`config.mk`:
```
export PLATFORM = sky130hd
export DESIGN_NAME = sync_fifo_prog
export DESIGN_NICKNAME = d
export VERILOG_FILES = /design/src/rtl/sync_fifo_pkg.sv /design/src/rtl/sync_fifo_prog_sva.sv /design/src/rtl/sync_fifo_prog.sv
export SDC_FILE = /design/constraint.sdc
export NUM_CORES = 1
export LEC_CHECK = 0
export CAP_MARGIN = 15
export CORE_AREA = 5 5 214 216
export CTS_CLUSTER_SIZE = 14
export DETAILED_ROUTE_END_ITERATION = 8
export DIE_AREA = 0 0 219 221
export GPL_TIMING_DRIVEN = 1
export PLACE_DENSITY_LB_ADDON = 0.1
export SLEW_MARGIN = 5
export SYNTH_ARGS = -nofsm -noshare
export SYNTH_HDL_FRONTEND = slang
export SYNTH_HIERARCHICAL = 1
export SYNTH_SLANG_ARGS = --single-unit
```
`constraint.sdc`:
```
create_clock -name clk -period 4.1 [get_ports clk]
set_input_delay 0.82 -clock clk [delete_from_list [all_inputs] [get_ports clk]]
set_output_delay 0.82 -clock clk [all_outputs]
set_load 0.05 [all_outputs]
```
`src/rtl/sync_fifo_pkg.sv`:
```
// sync_fifo_pkg: shared types and helpers for the single- and dual-clock FIFOs.
//   fifo_mode_e : read-port behaviour (registered vs. show-ahead)
//   is_pow2     : constant function used for elaboration-time size checks
package sync_fifo_pkg;

  typedef enum logic {FIFO_STD, FIFO_FWFT} fifo_mode_e;

  function automatic bit is_pow2(input int n);
    return (n > 0) && ((n & (n - 1)) == 0);
  endfunction

endpackage

```
`src/rtl/sync_fifo_prog_sva.sv`:
```
// sync_fifo_prog_sva: structural invariants of sync_fifo_prog.
//   clk, rst_n          : block clock / async active-low reset
//   flush               : flush request of the current cycle
//   write_acc, read_acc : raw accept terms (before flush gating)
//   level, wr_ptr, rd_ptr : registered FIFO state
module sync_fifo_prog_sva #(
  parameter int SIZE = 16,
  parameter int AW   = 4
) (
  input logic          clk,
  input logic          rst_n,
  input logic          flush,
  input logic          write_acc,
  input logic          read_acc,
  input logic [AW:0]   level,
  input logic [AW-1:0] wr_ptr,
  input logic [AW-1:0] rd_ptr
);

  logic full, empty;
  assign full  = (level == (AW+1)'(SIZE));
  assign empty = (level == '0);

  a_lvl_max: assert property (@(posedge clk) disable iff (!rst_n) level <= (AW+1)'(SIZE));
  a_flags:   assert property (@(posedge clk) disable iff (!rst_n) !(full && empty));

  // pointer distance is the level modulo SIZE (full and empty alias to 0)
  a_ptr_lvl: assert property (@(posedge clk) disable iff (!rst_n)
    AW'(wr_ptr - rd_ptr) == level[AW-1:0]);

  a_delta: assert property (@(posedge clk) disable iff (!rst_n)
    $past(rst_n) && !$past(flush) |->
      level == $past(level) + (AW+1)'($past(write_acc)) - (AW+1)'($past(read_acc)));

  a_flush: assert property (@(posedge clk) disable iff (!rst_n)
    $past(rst_n) && $past(flush) |-> level == '0 && wr_ptr == '0 && rd_ptr == '0);

  a_no_pop_empty: assert property (@(posedge clk) disable iff (!rst_n)
    $past(rst_n) && $past(empty) && !$past(flush) |-> rd_ptr == $past(rd_ptr));

  a_no_push_full: assert property (@(posedge clk) disable iff (!rst_n)
    $past(rst_n) && $past(full) && !$past(read_acc) && !$past(flush) |-> wr_ptr == $past(wr_ptr));

endmodule

```
`src/rtl/sync_fifo_prog.sv`:
```
// sync_fifo_prog: single-clock FIFO with selectable read mode, exact fill
// level, programmable almost-full/almost-empty, synchronous flush and sticky
// overflow/underflow flags.
//   p_flush                  : sync flush (wins over read/write)
//   p_write_en/_data/_full   : write port
//   p_almost_full            : level >= AF_TH
//   p_read_en/_data/_empty   : read port (STD: registered, FWFT: show-ahead)
//   p_almost_empty           : level <= AE_TH
//   p_level                  : occupancy 0..SIZE
//   p_err_clr/p_overflow/p_underflow : sticky error flags and their clear
module sync_fifo_prog
  import sync_fifo_pkg::*;
#(
  parameter int         BITS  = 32,
  parameter int         SIZE  = 16,
  parameter fifo_mode_e MODE  = FIFO_STD,
  parameter int         AF_TH = SIZE - 1,
  parameter int         AE_TH = 1
) (
  input  logic                 clk,
  input  logic                 rst_n,
  input  logic                 p_flush,
  input  logic                 p_write_en,
  input  logic [BITS-1:0]      p_write_data,
  output logic                 p_write_full,
  output logic                 p_almost_full,
  input  logic                 p_read_en,
  output logic [BITS-1:0]      p_read_data,
  output logic                 p_read_empty,
  output logic                 p_almost_empty,
  output logic [$clog2(SIZE):0] p_level,
  input  logic                 p_err_clr,
  output logic                 p_overflow,
  output logic                 p_underflow
);

  localparam int AW = $clog2(SIZE);
  localparam int LW = AW + 1;

  if (SIZE < 2 || !is_pow2(SIZE)) begin : g_bad_size
    $fatal(1, "sync_fifo_prog: SIZE must be a power of two > 1");
  end
  if (AF_TH < 1 || AF_TH > SIZE) begin : g_bad_af
    $fatal(1, "sync_fifo_prog: AF_TH out of range 1..SIZE");
  end
  if (AE_TH < 0 || AE_TH > SIZE - 1) begin : g_bad_ae
    $fatal(1, "sync_fifo_prog: AE_TH out of range 0..SIZE-1");
  end

  logic [BITS-1:0] r_fifo [SIZE];
  logic [AW-1:0]   wr_ptr_q, wr_ptr_d, rd_ptr_q, rd_ptr_d;
  logic [LW-1:0]   level_q, level_d;
  logic            ovf_q, ovf_d, udf_q, udf_d;
  logic            full, empty, read_acc, write_acc, do_wr, do_rd;

  assign full      = (level_q == LW'(SIZE));
  assign empty     = (level_q == '0);
  assign read_acc  = p_read_en && !empty;
  // at full a write is still taken when a pop frees the slot in the same cycle
  assign write_acc = p_write_en && (!full || read_acc);
  assign do_wr     = write_acc && !p_flush;
  assign do_rd     = read_acc && !p_flush;

  always_comb begin
    wr_ptr_d = wr_ptr_q;
    rd_ptr_d = rd_ptr_q;
    level_d  = level_q;
    if (p_flush) begin
      wr_ptr_d = '0;
      rd_ptr_d = '0;
      level_d  = '0;
    end else begin
      if (do_wr) wr_ptr_d = wr_ptr_q + 1'b1;
      if (do_rd) rd_ptr_d = rd_ptr_q + 1'b1;
      if (do_wr && !do_rd)      level_d = level_q + 1'b1;
      else if (do_rd && !do_wr) level_d = level_q - 1'b1;
    end
    // set beats clear in the same cycle
    ovf_d = (ovf_q && !p_err_clr) || (p_write_en && !write_acc && !p_flush);
    udf_d = (udf_q && !p_err_clr) || (p_read_en && !read_acc && !p_flush);
  end

  always_ff @(posedge clk or negedge rst_n) begin
    if (!rst_n) begin
      wr_ptr_q <= '0;
      rd_ptr_q <= '0;
      level_q  <= '0;
      ovf_q    <= 1'b0;
      udf_q    <= 1'b0;
    end else begin
      wr_ptr_q <= wr_ptr_d;
      rd_ptr_q <= rd_ptr_d;
      level_q  <= level_d;
      ovf_q    <= ovf_d;
      udf_q    <= udf_d;
    end
  end

  // storage is not reset
  always_ff @(posedge clk) begin
    if (do_wr) r_fifo[wr_ptr_q] <= p_write_data;
  end

  if (MODE == FIFO_FWFT) begin : g_fwft
    assign p_read_data = r_fifo[rd_ptr_q];
  end else begin : g_std
    logic [BITS-1:0] rdata_q;
    always_ff @(posedge clk or negedge rst_n) begin
      if (!rst_n)     rdata_q <= '0;
      else if (do_rd) rdata_q <= r_fifo[rd_ptr_q];
    end
    assign p_read_data = rdata_q;
  end

  assign p_write_full   = full;
  assign p_read_empty   = empty;
  assign p_almost_full  = (level_q >= LW'(AF_TH));
  assign p_almost_empty = (level_q <= LW'(AE_TH));
  assign p_level        = level_q;
  assign p_overflow     = ovf_q;
  assign p_underflow    = udf_q;

  sync_fifo_prog_sva #(.SIZE(SIZE), .AW(AW)) u_sva (
    .clk       (clk),
    .rst_n     (rst_n),
    .flush     (p_flush),
    .write_acc (write_acc),
    .read_acc  (read_acc),
    .level     (level_q),
    .wr_ptr    (wr_ptr_q),
    .rd_ptr    (rd_ptr_q)
  );

endmodule

```
==> results.ini, run 1 <==
[cts]
numCtsBuffers = 56
cts_resized = 0
clk_latency_ps = 600
cts_tree = yes
h-tree-depth = 2
path_clk_slew_ps = 60
postCtsSetupBuffers = 0
cts.path.max_buffers = 3
cts_hold_buf = 0
cts_root_buf = clkbuf_16
cts_sinks = 559

[timing]
hold_viol = 0
min_period_ps = 3932
setup_ws_ps = 168.0
tightest_slew_ps = 1065
setup_tns_ps = 0
min_period_over_period_pct = 95.90
setup_viol = 0
rsz0062_at_grt = no
drv_slew = 0
max_freq_mhz = 254.3
finalClockSkew_ps = 12.82
slew_headroom_pct = 28.98

[synth]
synth_nets = 1040
yosys.area.top_type = edfxtp_1
synth_async_sr_flop_share_pct = 8.408
synth_edf_count = 512
ys_seq_elements = 559
synth_area_leaders = edfxtp_1 (72%), mux4_2 (13%), dfrtp_1 (5.5%)
synth_cells = 992
synth_warnings = 6
ys.flop_type = edfxtp_1
synth_top_area_share_pct = 71.57
yosysSeqAreaShare_pct = 77.04
synthTopCellsByCount = edfxtp_1 (512), mux4_2 (128), o22ai_1 (64)
syn_area_sq_um = 21480
avgSynthCellArea_sq_um = 21.66
synth_most_common_cell = edfxtp_1
synth_cell_types = 44

[place]
placed_cell_area_sq_um = 23290
io_buffer_count = 80
routabilityCongestion = 0.7627
post-place-ws_ps = 616.4
place_hpwl_mm = 26.37

[routing]
wire_per_inst_microns = 26.60
wirelength_mm = 46.53
drt_iter0_markers = 786
dr_total_vias = 10100
dr.pass1.iters = 5
vias_per_cell = 5.776
antenna_left = 0
drc = 0

[cells_and_area]
area_delta_synth_final_pct = 16.76
fin_area_sq_um = 25080
layout.nets = 1159
drive_gt1_share_pct = 26.79
n_antenna_cell = 0

[floorplanning]
fp.dieW_microns = 219
row_count = 77
ios = 81
initial_core_util_pct = 49.12
core_area_sq_um = 43740
die_area_sq_um = 48400
die_h_microns = 221

[pwr]
leakage_nw = 7.808
irDropWorstVdd_mv = 0.4017
p_per_area_nw_per_um2 = 588.0

[setup_path]
crit_path_end_kind = output port
startpoint_type = register
worst-setup-path-type = reg2out
cp_data_arrival_time_ps = 3110
crit_required_ps = 3280
crit_path_max_fanout = 9

[run_status]
status = completed

[global_route]
antenna_found_initial = 0
grt_util_all_layers_pct = 19.49
grt_overflow = 0
grt_pass1_wl_mm = 69.89
first_global_vias = 10540
grt_max_degree = 64

[flow_run]
max-cap-violations = 0

[hold_path]
hold_class = in2async

[final timing paths]
kind | start | cells after the start | slack (ps) | end
worst min register to register | p_underflow | 2 | 540 | p_underflow
worst max-delay path | p_level[0] | 5 | 170 | p_read_empty
min in group clk | p_underflow | 2 | 540 | p_underflow
worst min-delay path | rst_n | 1 | 400 | p_level[1]
worst max register to register | p_level[0] | 8 | 1050 | r_fifo[9][16]
max in group asynchronous | rst_n | 2 | 2800 | p_read_data[15]
[worst max-delay path, cell delays in order (launching register included)]
cell	delay [ps]
dfrtp_1	470
inv_1	140
ha_1	210
or4b_1	720
clkinv_8	150
clkdlybuf4s50_1	810
[where the power goes]
group | switching [W] | internal (W)
Sequential | 0.000264 | 0.00646
Clock | 0.00212 | 0.00287
Combinational | 0.00185 | 0.00119
Total | 0.00423 | 0.0105
[flip-flops by register name, indices dropped and copies added (netlist names)]
| register | count |
|---|---|
| rd_ptr_q | 4 |
| p_read_data | 32 |
| wr_ptr_q | 4 |
| r_fifo | 512 |
| p_level | 5 |
| p_overflow | 1 |
| p_underflow | 1 |
[final cells by class]
class	instances	area (sq um)
Fill cell	3281	18660
Sequential cell	559	16560
Multi-Input combinational cell	365	4679
Clock buffer	76	1526
Timing Repair Buffer	117	1249
Tap cell	592	740.7
Clock inverter	28	271.5
Inverter	12	57.56
[metal layers]
layer | part of all wire (%) | track usage [%] | routed length [microns]
met5 | 0 | 0 | 0
met4 | 2.5 | 5.612 | 1158
met3 | 5.1 | 3.814 | 2387
met2 | 49 | 31.05 | 22860
met1 | 43 | 27.88 | 20120
[stage by stage]
| step | power (W) | cells | hold WS [ps] | util, % |
|---|---|---|---|---|
| after floorplan | 0.008867 | 992 | 524.4 | - |
| after global placement | 0.009900 | 1645 | 534.4 | 53.24 |
| after detailed placement | 0.009914 | 1645 | 535.3 | 53.24 |
| after CTS | 0.01491 | 1749 | 421.4 | 57.35 |
| after global routing | 0.01534 | 1749 | 458.0 | 57.35 |
| final | 0.01475 | 1749 | 400.2 | 57.35 |
[cell usage in the layout, fill, tap and decap left out, types with 3 or more instances in the layout]
cell             count
clkbuf_16           56
clkinv_2             9
ha_1                10
edfxtp_1           512
clkbuf_1            15
clkinv_1             8
mux4_2             128
nor3_4               5
clkbuf_8             5
buf_12              14
buf_4               23
nor3_1               5
inv_1               11
o211ai_1             4
and3_1               3
o22ai_1             64
xor2_1               5
nor2_1              11
a21oi_1             34
nand2_1             14
nand3_1              4
nor2_4              13
clkinvlp_4           3
clkdlybuf4s50_1     79
xnor2_1              3
nand2b_1             5
bufinv_16            4
dfrtp_1             44
mux2_2              32
[cell families (layout without fill, tap and decap cells)]
kind of cell / count (synthesis) / after routing / synth area share [%]
fa+ha+maj: 10 / 10 / 0.5824
compound gates: 111 / 111 / 3.192
mux: 162 / 162 / 15.19
xor+xnor: 8 / 8 / 0.3262
buf+inv: 68 / 233 / 1.817
flops: 559 / 559 / 77.04
simple gates: 74 / 74 / 1.852
No activity file was read; power rests on OpenSTA's default activity.
==> run 2: changes to the inputs <==
Settings changed: CORE_AREA 5 5 214 216 to 2 2 211 213, DIE_AREA 0 0 219 221 to 0 0 213 215.
==> run 2 against run 1 <==
Net effect: die area decreased by 5.4%; first-iteration DRC count increased by 20%; clock-buffer cell count is 2 lower; largest power group unchanged; power barely moved; via count grew 1.4%; hold slack got worse by 43 ps; global-route usage rose by 1.7 points; sequential power shrank 0.6%; non-clock buffer count shrank 3; clock skew rose by 7.8 ps.
==> results.ini, run 2 (synthesis gave the netlist of run 1 again) <==
[run_status]
status = completed

[place]
placed_cell_area_sq_um = 23260
routabilityCongestion = 0.7554
io_buffer_count = 80
place_hpwl_mm = 27.31
post-place-ws_ps = 628.6

[cells_and_area]
final_cell_mix = edfxtp_1 (512), mux4_2 (128), clkdlybuf4s50_1 (79)
layout.nets = 1156
finish.utilization_pct = 57.38
layout_commonest_cell = edfxtp_1
fin_area_sq_um = 25040
area_delta_synth_final_pct = 16.57
largest-register = r_fifo
drive_gt1_share_pct = 26.78
largest_reg_flops = 512
n_antenna_cell = 0

[setup_path]
worst-setup-path-type = reg2out
startpoint_type = register
cp_data_arrival_time_ps = 3110
r2r-end = r_fifo[4][6]
r2r_setup_slack_ps = 1140
worst-path-stages = 5
crit_path_max_fanout = 9
cp_cell_sequence = inv_1 -> ha_1 -> or4b_1 -> clkinv_8 -> clkdlybuf4s50_1
cp_slowest_cell = clkdlybuf4s50_1
crit_required_ps = 3280
path_buf_inv = 3
crit_path_max_incr_delay_ps = 810
r2r-start = p_level[0]
reg2reg_depth = 8
path_delay_family = buffers and inverters
crit_path_end_kind = output port

[floorplanning]
initial_core_util_pct = 49.22
ios = 81
row_count = 77
fp.dieW_microns = 213
core_area_sq_um = 43640
die_area_sq_um = 45800
die_h_microns = 215

[routing]
wirelength_mm = 46.92
wire_per_inst_microns = 26.87
dr_total_vias = 10250
antenna_left = 0
drt_iter0_markers = 944
dr.pass1.iters = 5
drc = 0
vias_per_cell = 5.868

[cts]
cts_sinks = 559
cts_resized = 0
postCtsSetupBuffers = 0
cts.path.max_buffers = 3
h-tree-depth = 2
cts_hold_buf = 0
numCtsBuffers = 56
cts_root_buf = clkbuf_16
clk_latency_ps = 600
cts_tree = yes
path_clk_slew_ps = 70

[timing]
finalClockSkew_ps = 20.65
min_period_ps = 3934
hold_viol = 0
max_freq_mhz = 254.2
setup_viol = 0
rsz0062_at_grt = no
tightest_slew_ps = 1085
min_period_over_period_pct = 95.95
setup_ws_ps = 165.9
slew_headroom_pct = 27.68
drv_slew = 0
setup_tns_ps = 0

[global_route]
grt_overflow = 0
first_global_vias = 10260
grt_pass1_wl_mm = 69.35
antenna_found_initial = 1
grt_util_all_layers_pct = 21.18
grt_max_degree = 68

[pwr]
pwr-share-comb_pct = 21.0
power.net_switching_w = 0.004251
cell_internal_pwr_w = 0.01050
pwr-share-seq_pct = 45.4
p_per_area_nw_per_um2 = 589.0
leakage_nw = 7.796
irDropWorstVdd_mv = 0.3849
p_clk_share_pct = 33.6
switching_share_pct = 28.82

[hold_path]
hold_class = in2async

[flow_run]
max-cap-violations = 0

## run 2: cell types whose count changed in the layout (fill, tap and decap cells not counted), moves of 2 or more
cell / before / now
buf_4: 23 / 20
clkinv_1: 8 / 10
clkinv_2: 9 / 12
clkbuf_1: 15 / 11
## run 2: worst max-delay path by stage
stage | startpoint | end | slack (ps)
2_1_floorplan | p_level[0] | r_fifo[15][0] | 280
3_3_place_gp | p_read_en | r_fifo[4][7] | 640
3_5_place_dp | p_read_en | r_fifo[4][10] | 630
4_1_cts | p_level[0] | p_read_empty | 150
5_1_grt | p_level[0] | p_read_empty | 50
6_report | p_level[0] | p_read_empty | 170
## run 2: cell type report
class | count | area (sq um)
Clock buffer | 74 | 1550
Clock inverter | 30 | 229.0
Fill cell | 3211 | 18600
Inverter | 12 | 57.56
Multi-Input combinational cell | 365 | 4679
Sequential cell | 559 | 16560
Tap cell | 592 | 740.7
Timing Repair Buffer | 114 | 1226
## run 2: through the flow
| step | total power, W | hold WS, ps | cells |
|---|---|---|---|
| after floorplan | 0.008867 | 524.4 | 992 |
| after global placement | 0.009931 | 524.9 | 1642 |
| after detailed placement | 0.009942 | 536.0 | 1642 |
| after CTS | 0.01490 | 379.3 | 1746 |
| after global routing | 0.01528 | 401.8 | 1746 |
| final | 0.01475 | 357.4 | 1746 |
## run 2: per-layer routing
layer	vias up	wire [microns]	global-route usage [%]	share of wire, %
met1	5518	20550	30.97	44
met5	-	0	0	0
li1	4389	-	-	-
met3	64	2224	3.420	4.7
met4	0	983	5.198	2.1
met2	275	23160	33.75	49
## run 2: power by group through the flow
stage          sequential, W  combinational (W)  clock, W
2_1_floorplan        0.00729            0.00157         0
3_3_place_gp         0.00681            0.00312         0
3_5_place_dp         0.00682            0.00313         0
4_1_cts              0.00670            0.00314   0.00506
5_1_grt              0.00673            0.00328   0.00528
6_report             0.00669            0.00310   0.00496
